[src/rtl/l1_l2_arbiter_pkg.sv]
// rtl/l1_l2_arbiter_pkg.sv - shared widths and FSM encoding for the L1/L2 arbiter
//
// Purpose: single home for the cache line/address widths and the arbiter
//          state encoding used by every file of the arbiter.
// Ports:   none (package).
package l1_l2_arbiter_pkg;

  localparam int ADDR_W = 28;
  localparam int LINE_W = 128;

  typedef enum logic [1:0] {
    ST_IDLE = 2'd0,
    ST_REQ  = 2'd1,
    ST_WAIT = 2'd2,
    ST_DONE = 2'd3
  } arb_state_e;

endpackage

[src/rtl/l2_arb_timeout.sv]
// rtl/l2_arb_timeout.sv - 8-bit WAIT-phase watchdog counter for the L1/L2 arbiter
//
// Purpose: counts cycles while enabled and flags the cycle in which the count
//          would reach TIMEOUT.
// Ports:
//   clk     in  clock
//   rst     in  asynchronous active-low reset
//   clear   in  zero the count (held while the arbiter is outside WAIT)
//   enable  in  count this cycle
//   expired out high in the enabled cycle whose edge brings the count to TIMEOUT
module l2_arb_timeout #(
  parameter int TIMEOUT = 255
) (
  input  logic clk,
  input  logic rst,
  input  logic clear,
  input  logic enable,
  output logic expired
);

  localparam logic [7:0] LP_LAST = 8'(TIMEOUT - 1);

  logic [7:0] r_count;

  always_ff @(posedge clk or negedge rst) begin
    if (!rst) begin
      r_count <= '0;
    end else if (clear) begin
      r_count <= '0;
    end else if (enable) begin
      r_count <= r_count + 8'd1;
    end
  end

  // Decoding one below TIMEOUT lets the FSM leave WAIT on the same edge
  // at which the count reaches TIMEOUT.
  assign expired = enable && (r_count == LP_LAST);

endmodule

[src/rtl/l1_l2_arbiter.sv]
// rtl/l1_l2_arbiter.sv - arbitrates icache and dcache line requests onto one L2 port
//
// Purpose: IDLE/REQ/WAIT/DONE FSM granting the L2 port to one cache at a time,
//          alternating on ties, with a WAIT watchdog and sticky timeout flag.
// Ports:
//   clk, rst                     clock, asynchronous active-low reset
//   irq, ic_addr                 icache fill request and line address
//   drq, dc_addr, dc_rw, dc_wd   dcache request, address, direction, write line
//   l2_rdy, l2_done, err_clr     L2 accept, L2 completion pulse, error clear
//   l2_req, l2_addr, l2_rw, l2_wd  latched request presented to L2
//   ic_grant, dc_grant           owner indication for the whole transaction
//   ic_done, dc_done             one-cycle completion pulse to the owner
//   timeout_err                  sticky watchdog abort flag
module l1_l2_arbiter
  import l1_l2_arbiter_pkg::*;
#(
  parameter int TIMEOUT = 255
) (
  input  logic              clk,
  input  logic              rst,
  input  logic              irq,
  input  logic [ADDR_W-1:0] ic_addr,
  input  logic              drq,
  input  logic [ADDR_W-1:0] dc_addr,
  input  logic              dc_rw,
  input  logic [LINE_W-1:0] dc_wd,
  input  logic              l2_rdy,
  input  logic              l2_done,
  input  logic              err_clr,
  output logic              l2_req,
  output logic [ADDR_W-1:0] l2_addr,
  output logic              l2_rw,
  output logic [LINE_W-1:0] l2_wd,
  output logic              ic_grant,
  output logic              dc_grant,
  output logic              ic_done,
  output logic              dc_done,
  output logic              timeout_err
);

  arb_state_e        r_state, w_state_nxt;
  logic              r_l2_req, w_l2_req_nxt;
  logic [ADDR_W-1:0] r_l2_addr, w_l2_addr_nxt;
  logic              r_l2_rw, w_l2_rw_nxt;
  logic [LINE_W-1:0] r_l2_wd, w_l2_wd_nxt;
  logic              r_ic_grant, w_ic_grant_nxt;
  logic              r_dc_grant, w_dc_grant_nxt;
  logic              r_ic_done, w_ic_done_nxt;
  logic              r_dc_done, w_dc_done_nxt;
  logic              r_timeout_err, w_err_set;
  logic              r_last_dc, w_last_dc_nxt;
  logic              w_pick_dc;
  logic              w_expired;

  l2_arb_timeout #(
    .TIMEOUT (TIMEOUT)
  ) u_timeout (
    .clk     (clk),
    .rst     (rst),
    .clear   (r_state != ST_WAIT),
    .enable  (r_state == ST_WAIT),
    .expired (w_expired)
  );

  // dcache wins when alone, or on a tie when icache owned the port last.
  assign w_pick_dc = drq && (!irq || !r_last_dc);

  always_comb begin
    w_state_nxt    = r_state;
    w_l2_req_nxt   = r_l2_req;
    w_l2_addr_nxt  = r_l2_addr;
    w_l2_rw_nxt    = r_l2_rw;
    w_l2_wd_nxt    = r_l2_wd;
    w_ic_grant_nxt = r_ic_grant;
    w_dc_grant_nxt = r_dc_grant;
    w_ic_done_nxt  = 1'b0;
    w_dc_done_nxt  = 1'b0;
    w_last_dc_nxt  = r_last_dc;
    w_err_set      = 1'b0;
    case (r_state)
      ST_IDLE: begin
        if (irq || drq) begin
          w_state_nxt   = ST_REQ;
          w_l2_req_nxt  = 1'b1;
          w_last_dc_nxt = w_pick_dc;
          if (w_pick_dc) begin
            w_l2_addr_nxt  = dc_addr;
            w_l2_rw_nxt    = dc_rw;
            w_l2_wd_nxt    = dc_rw ? dc_wd : '0;
            w_dc_grant_nxt = 1'b1;
          end else begin
            w_l2_addr_nxt  = ic_addr;
            w_l2_rw_nxt    = 1'b0;
            w_l2_wd_nxt    = '0;
            w_ic_grant_nxt = 1'b1;
          end
        end
      end
      ST_REQ: begin
        // l2_done is deliberately not looked at until WAIT.
        if (l2_rdy) begin
          w_state_nxt  = ST_WAIT;
          w_l2_req_nxt = 1'b0;
        end
      end
      ST_WAIT: begin
        if (l2_done || w_expired) begin
          w_state_nxt   = ST_DONE;
          w_ic_done_nxt = r_ic_grant;
          w_dc_done_nxt = r_dc_grant;
          w_err_set     = !l2_done;
        end
      end
      ST_DONE: begin
        w_state_nxt    = ST_IDLE;
        w_ic_grant_nxt = 1'b0;
        w_dc_grant_nxt = 1'b0;
      end
      default: w_state_nxt = ST_IDLE;
    endcase
  end

  always_ff @(posedge clk or negedge rst) begin
    if (!rst) begin
      r_state       <= ST_IDLE;
      r_l2_req      <= 1'b0;
      r_l2_addr     <= '0;
      r_l2_rw       <= 1'b0;
      r_l2_wd       <= '0;
      r_ic_grant    <= 1'b0;
      r_dc_grant    <= 1'b0;
      r_ic_done     <= 1'b0;
      r_dc_done     <= 1'b0;
      r_timeout_err <= 1'b0;
      r_last_dc     <= 1'b0;
    end else begin
      r_state       <= w_state_nxt;
      r_l2_req      <= w_l2_req_nxt;
      r_l2_addr     <= w_l2_addr_nxt;
      r_l2_rw       <= w_l2_rw_nxt;
      r_l2_wd       <= w_l2_wd_nxt;
      r_ic_grant    <= w_ic_grant_nxt;
      r_dc_grant    <= w_dc_grant_nxt;
      r_ic_done     <= w_ic_done_nxt;
      r_dc_done     <= w_dc_done_nxt;
      r_last_dc     <= w_last_dc_nxt;
      // A set in the same cycle as a clear takes priority.
      r_timeout_err <= w_err_set || (r_timeout_err && !err_clr);
    end
  end

  assign l2_req      = r_l2_req;
  assign l2_addr     = r_l2_addr;
  assign l2_rw       = r_l2_rw;
  assign l2_wd       = r_l2_wd;
  assign ic_grant    = r_ic_grant;
  assign dc_grant    = r_dc_grant;
  assign ic_done     = r_ic_done;
  assign dc_done     = r_dc_done;
  assign timeout_err = r_timeout_err;

endmodule

[config.mk]
export PLATFORM = sky130hd
export DESIGN_NAME = l1_l2_arbiter
export DESIGN_NICKNAME = d
export VERILOG_FILES = /design/src/rtl/l1_l2_arbiter_pkg.sv /design/src/rtl/l2_arb_timeout.sv /design/src/rtl/l1_l2_arbiter.sv
export SDC_FILE = /design/constraint.sdc
export NUM_CORES = 1
export LEC_CHECK = 0
export CELL_PAD_IN_SITES_DETAIL_PLACEMENT = 2
export CELL_PAD_IN_SITES_GLOBAL_PLACEMENT = 2
export CORE_MARGIN = 4
export CORE_UTILIZATION = 24
export CTS_CLUSTER_DIAMETER = 120
export DETAILED_ROUTE_END_ITERATION = 10
export PLACE_DENSITY_LB_ADDON = 0.05
export SYNTH_ARGS = -nofsm -noshare
export SYNTH_HDL_FRONTEND = slang
export SYNTH_HIERARCHICAL = 1
export SYNTH_SLANG_ARGS = --single-unit
[constraint.sdc]
create_clock -name clk -period 2.4 [get_ports clk]
set_input_delay 0.48 -clock clk [delete_from_list [all_inputs] [get_ports clk]]
set_output_delay 0.48 -clock clk [all_outputs]
set_load 0.05 [all_outputs]
==> results of run 1 <==
==> per-layer routing <==
metal / global-route usage (%) / wire, um / share of wire (%)
met1: 18.8 / 9840 / 37
met2: 30.5 / 13700 / 52
met3: 7.45 / 2630 / 9.9
met4: 3.44 / 269 / 1.0
met5: 0 / 40 / 0.15
==> kinds of logic after synthesis <==
group | share of synthesized area, %
buffers and inverters | 3.58
AO/OA/AOI/OAI | 20.8
AND/OR/NAND/NOR | 4.23
flip-flops | 64.8
multiplexers | 4.49
adder cells (fa/ha/maj) | 1.49
XOR/XNOR | 0.522
==> synthesized netlist by cell type <==
library cell    n
o221ai_1        1
a311o_1         1
a211oi_1        1
o311ai_0        1
a22o_1        128
nand3_1         3
buf_2          30
mux2i_1        29
nand2b_1        1
inv_1           7
mux2_2          1
xnor2_1         1
nand2_1        37
a21oi_2         1
a222oi_1        1
or2_2           1
o21ai_1        28
nand4_1         3
a21oi_1         5
clkbuf_1        5
xor2_1          3
ha_1            8
dfrtp_1       174
buf_4           6
nor2b_1         2
nor2_1          9
or3_1           3
nand4_4         1
o21ai_2         1
o22ai_1         1
a31oi_1         1
o21ai_0         4
a21o_1          1
a21boi_2        1
and3_1          2
==> registers in the layout, summed over array words and instances (netlist names), 2 cells and up <==
register,count
r_state,2
l2_addr,28
l2_wd,128
u_timeout/r_count,8
==> power groups by stage <==
| stage | Clock [mW] | Sequential (mW) | Combinational, mW |
|---|---|---|---|
| after CTS | 2.95 | 5.02 | 10.1 |
| after floorplan | 0 | 9.22 | 1.92 |
| after detailed placement | 0 | 5.05 | 10.1 |
| after global routing | 3.06 | 5.18 | 10.5 |
| after global placement | 0 | 4.96 | 9.97 |
| final | 2.82 | 4.99 | 10.0 |
==> path summary, 6_finish.rpt <==
path / startpoint / endpoint / slack [ns]
max: dc_grant$_DFFE_PN0P_ / dc_grant / 0.23
min: rst / l2_wd[9]$_DFFE_PN0P_ / 0.0006
max reg2reg: r_state[0]$_DFFE_PN0P_ / r_state[1]$_DFFE_PN0P_ / 0.34
min reg2reg: l2_addr[17]$_DFFE_PN0P_ / l2_addr[17]$_DFFE_PN0P_ / 0.49
max in group asynchronous: rst / l2_wd[66]$_DFFE_PN0P_ / 1.64
min in group clk: l2_addr[17]$_DFFE_PN0P_ / l2_addr[17]$_DFFE_PN0P_ / 0.49
==> placed cells by master, fill, tap and decap left out, types with 2 or more instances in the layout <==
| cell | count |
|---|---|
| o21ai_0 | 4 |
| nand3_1 | 3 |
| nor2_1 | 9 |
| or3_1 | 3 |
| clkbuf_16 | 17 |
| nor2b_1 | 2 |
| clkinvlp_4 | 2 |
| nand2_1 | 37 |
| clkdlybuf4s50_1 | 353 |
| nand4_1 | 3 |
| and3_1 | 2 |
| a21oi_1 | 5 |
| inv_6 | 5 |
| xor2_1 | 3 |
| o21ai_1 | 28 |
| buf_12 | 12 |
| ha_1 | 8 |
| mux2i_1 | 29 |
| clkbuf_1 | 2 |
| dfrtp_1 | 174 |
| a22o_1 | 128 |
| inv_8 | 3 |
| inv_1 | 7 |
| buf_4 | 5 |
==> stage by stage <==
stage          total power, mW  util [%]  cells  setup slack (ns)
2_1_floorplan             11.1         -    502             0.349
3_3_place_gp              14.9      39.7   1204             0.328
3_5_place_dp              15.1      39.7   1204             0.274
4_1_cts                   18.1      41.8   1236             0.189
5_1_grt                   18.7      41.8   1236             0.161
6_report                  17.8      41.8   1236             0.228
==> final cells by class <==
| class | instances | share of cell area [%] |
|---|---|---|
| Clock inverter | 13 | 1.30 |
| Sequential cell | 174 | 38.2 |
| Clock buffer | 19 | 3.80 |
| Multi-Input combinational cell | 280 | 18.8 |
| Tap cell | 372 | 4.09 |
| Timing Repair Buffer | 371 | 33.6 |
| Inverter | 7 | 0.231 |
==> metrics.cfg, run 1 <==
[place]
placed_cell_area_um2=10800
dpl.hpwl_mm=20.0
io_buffers=354
routabilityCongestion=0.747

[cts]
clockBufferDepth=2
holdBufCountCts=0
cts-htree-levels=4
ctsResizeCount=0
tritoncts=yes
clockRootBuffer=clkbuf_16
post_cts_buffers=0
clock_sinks=174
cts.clk_slew.worst_paths_ns=0.08
cts_buffers=17
clock_latency_ns=0.42

[routing]
drt_drc_violations_left=0
post_drt_via_cell_ratio=4.62
first_pass_iters=4
avgRoutedWirePerCell_um=21.4
drt-initial-drc-count=198
drtAntennaViolNets=0
routed_wl_mm=26.5
vias=5705

[global_route]
gr-total-overflow=0
grt_max_degree=70
antenna_found_initial=3
grt_pass1_vias=6574
grt_pass1_wl_mm=40.5
grt.total_usage_pct=17.0

[power_and_ir_drop]
switching_share_pct=48.4
clkPwrFrac_pct=15.8
ir_worst_vdd_v=0.000519
p_seq_share_pct=28.0
p_leak_nw=4.95
pwr_density_cell_nw_per_um2=1560
power_frac_comb_pct=56.2
intPower_mw=9.19
switchingPower_mw=8.61

[synthesis]
yosysUniqueCellTypes=35
yosysTopAreaCellShare_pct=64.8
seq_area_frac_synth_pct=64.8
synth_warnings=6
synth-seq-cells=174
synth_nets=702
synth_top_area_cell=dfrtp_1
netlist_top_cells_area=dfrtp_1 65%, a22o_1 17%, mux2i_1 4.3%
synthCells=502
avgSynthCellArea_um2=13.4
synth.cell_area_um2=6720

[floorplanning]
boundaryPins=355
initial_core_util_pct=24.6
dieWidth_um=175
rows=60
core_um2=27300
die-area_um2=30700
fp.dieH_um=175

[layout]
design_area_um2=11400
nets=1051
multi_input_area_um2=2140
regArea_um2=4350
fill_cells=2770
antennaDiodeCount=0
syn2layout_area_growth_pct=69.6
drive_gt1_share_pct=6.25

[critical_path]
path_cells=clkdlybuf4s50_1
cp.required_ns=1.92
path_buf_inv=1
crit_cells=1
cpLargestDelayFamily=buffers and inverters
crit_fanout=4
end_kind=output port
critPathMaxStageDelay_ns=0.84
crit_arrival_ns=1.69
crit_slowest_cell=clkdlybuf4s50_1
reg2reg_depth=7
worstSetupPathType=flop to output port
critPathLaunchType=flop

[timing]
worstMarginPinSlew_ns=0.612
report.final.hold_viol_count=0
fmax_mhz=460
hold-worst-slack_ns=0.000563
final_max_slew_viol_count=0
period_needed_ns=2.17
rsz0062_at_grt=no
setup_tns_ns=0
finClkSkew_ns=0.0129
finalCritPeriodShare_pct=90.5
setup_violations=0
max_slew_margin_pct=59.1

[run]
drv_cap=0

[min_path]
hold_path.class=input pin to async pin

[run_status]
status=finished, final reports clean

(Power assumes the default switching activity.)
==> inputs of run 2 (changes only) <==
--- a/config.mk
+++ b/config.mk
@@ -11,6 +11,7 @@
 export CORE_UTILIZATION = 24
 export CTS_CLUSTER_DIAMETER = 120
 export DETAILED_ROUTE_END_ITERATION = 10
+export MAX_ROUTING_LAYER = met4
 export PLACE_DENSITY_LB_ADDON = 0.05
 export SYNTH_ARGS = -nofsm -noshare
 export SYNTH_HDL_FRONTEND = slang
==> metrics.cfg, run 2 (synthesis gave the netlist of run 1 again) <==
[floorplanning]
core_um2=27300  ; unchanged
rows=60  ; unchanged
boundaryPins=355  ; unchanged
initial_core_util_pct=24.6  ; unchanged
fp.dieH_um=175  ; unchanged
dieWidth_um=175  ; unchanged
die-area_um2=30700  ; unchanged

[layout]
layoutNonFillerInstCount=1239  ; +0.24%
nets=1051  ; unchanged
fill_cells=2768  ; -0.072%
most-common-layout-cells=353 x clkdlybuf4s50_1, 174 x dfrtp_1, 128 x a22o_1, 37 x nand2_1, 29 x mux2i_1
layout_commonest_cell=clkdlybuf4s50_1
largest_reg_flops=128  ; unchanged
multi_input_area_um2=2140  ; unchanged
drive_gt1_share_pct=6.25  ; unchanged
regArea_um2=4350  ; unchanged
syn2layout_area_growth_pct=69.8  ; about the same

[critical_path]
path_cells=clkdlybuf4s50_1
cp.required_ns=1.92  ; about the same
path_buf_inv=1  ; unchanged
crit_slowest_cell=clkdlybuf4s50_1
end_kind=output port
r2r_slack_ns=0.33  ; about the same
reg2reg_depth=7  ; unchanged
critPathLaunchType=flop
crit_arrival_ns=1.70  ; about the same
worstSetupPathType=flop to output port
reg2reg_from=r_state[0]$_DFFE_PN0P_
r2r-end=r_state[1]$_DFFE_PN0P_
crit_fanout=4  ; unchanged
cpLargestDelayFamily=buffers and inverters
critPathMaxStageDelay_ns=0.85  ; about the same

[global_route]
antenna_found_initial=3  ; unchanged
grt_max_degree=70  ; unchanged
grt.total_usage_pct=17.5  ; +0.49 points
gr-total-overflow=0  ; unchanged
grt_pass1_vias=6583  ; +0.14%
grt_pass1_wl_mm=40.4  ; -0.12%

[cts]
clock_latency_ns=0.42  ; about the same
post_cts_buffers=0  ; unchanged
clockBufferDepth=2  ; unchanged
cts.clk_slew.worst_paths_ns=0.08  ; about the same
clockRootBuffer=clkbuf_16
clock_sinks=174  ; unchanged
tritoncts=yes
cts_buffers=17  ; unchanged
cts-htree-levels=4  ; unchanged
ctsResizeCount=0  ; unchanged
holdBufCountCts=0  ; unchanged

[run_status]
status=complete, but fails checks
violations=hold timing

[timing]
fmax_mhz=460  ; -0.14%
report.final.hold_viol_count=2  ; +2
setup_violations=0  ; unchanged
worstMarginPinSlew_ns=0.606  ; -0.00620 ns
setup_tns_ns=0  ; unchanged
rsz0062_at_grt=no
final_max_slew_viol_count=0  ; unchanged
finalCritPeriodShare_pct=90.6  ; +0.13 points
finalWorstSetupSlack_ns=0.225  ; -0.00304 ns
period_needed_ns=2.18  ; +0.00304 ns
hold-worst-slack_ns=-0.000431  ; -0.000994 ns
max_slew_margin_pct=59.5  ; +0.41 points
finClkSkew_ns=0.0124  ; -0.000456 ns

[routing]
vias=5688  ; -0.30%
post_drt_via_cell_ratio=4.59  ; -0.54%
drt-initial-drc-count=184  ; -7.1%
avgRoutedWirePerCell_um=21.4  ; -0.19%
first_pass_iters=4  ; unchanged
drtAntennaViolNets=0  ; unchanged
routed_wl_mm=26.5  ; about the same
drt_drc_violations_left=0  ; unchanged

[place]
io_buffers=354  ; unchanged
dp.cells=1204  ; unchanged
place_ws_ns=0.274  ; unchanged
dpl.hpwl_mm=20.0  ; unchanged
routabilityCongestion=0.757  ; +1.3%

[min_path]
hold_path.class=input pin to async pin

[run]
drv_cap=0  ; unchanged

[power_and_ir_drop]
pwr_density_cell_nw_per_um2=1560  ; about the same
ir_worst_vdd_v=0.000520  ; +0.19%
p_leak_nw=4.95  ; about the same

## run 2: cell types whose count changed in the layout (fill, tap and decap cells not counted)
cell / before / now
diode_2: 0 / 3
## run 2: metrics by stage
step | utilization (%) | power [mW] | hold slack [ns] | area, um^2
after CTS | 41.8 | 18.1 | 0.00350 | 11400
after detailed placement | 39.7 | 15.1 | 0.478 | 10800
after global routing | 41.8 | 18.7 | 0.0220 | 11400
final | 41.8 | 17.8 | -0.000431 | 11400
after floorplan | - | 11.1 | 0.184 | 6720
after global placement | 39.7 | 14.9 | 0.461 | 10800
## run 2: metal layers
layer	track usage (%)	wire, um	up-vias
met5	-	0	-
met4	3.44	245	0
met3	7.38	2520	13
met2	30.5	13700	226
met1	18.7	10100	2896
li1	-	-	2553
## run 2: how the worst max path moves through the flow
stage | start | to | slack (ns) | depth (start not counted)
2_1_floorplan | r_state[0]$_DFFE_PN0P_ | r_state[1]$_DFFE_PN0P_ | 0.35 | 8
3_3_place_gp | irq | r_state[1]$_DFFE_PN0P_ | 0.33 | 5
3_5_place_dp | irq | r_state[1]$_DFFE_PN0P_ | 0.27 | 5
4_1_cts | ic_grant$_DFFE_PN0P_ | ic_grant | 0.19 | 1
5_1_grt | dc_grant$_DFFE_PN0P_ | dc_grant | 0.16 | 1
6_report | dc_grant$_DFFE_PN0P_ | dc_grant | 0.22 | 1
## run 2: final cells by class
| cell class | instances | share of cell area [%] |
|---|---|---|
| flip-flops and latches | 174 | 38.2 |
| repair buffers | 371 | 33.5 |
| multi-input cells | 280 | 18.8 |
| well taps | 372 | 4.08 |
| clock buffers | 19 | 3.80 |
| clock inverters | 13 | 1.30 |
| inverters | 7 | 0.230 |
| diodes | 3 | 0.0659 |
## run 2: where the power goes
group          internal (mW)  total [mW]  leakage, nW  switching (mW)
registers               4.19        4.99         2.31           0.795
logic                   3.52        10.0         2.36            6.49
clock network           1.48        2.81        0.278            1.33
total                   9.19        17.8         4.95            8.61
## run 2: worst reg2reg max path, stage by stage (launching register included)
cell and delay (ns):
dfrtp_1 0.41, inv_1 0.16, ha_1 0.19, nand4_1 0.10
nor2_1 0.18, nor2_1 0.08, a222oi_1 0.45, mux2_2 0.39
==> inputs of run 3 (changes only) <==
--- a/config.mk
+++ b/config.mk
@@ -5,6 +5,8 @@
 export SDC_FILE = /design/constraint.sdc
 export NUM_CORES = 1
 export LEC_CHECK = 0
+export ABC_CLOCK_PERIOD_IN_PS = 2400
+export CAP_MARGIN = 20
 export CELL_PAD_IN_SITES_DETAIL_PLACEMENT = 2
 export CELL_PAD_IN_SITES_GLOBAL_PLACEMENT = 2
 export CORE_MARGIN = 4
==> results of run 3 <==
Same layout as run 2: the final DEF is identical, and so are final timing and power.
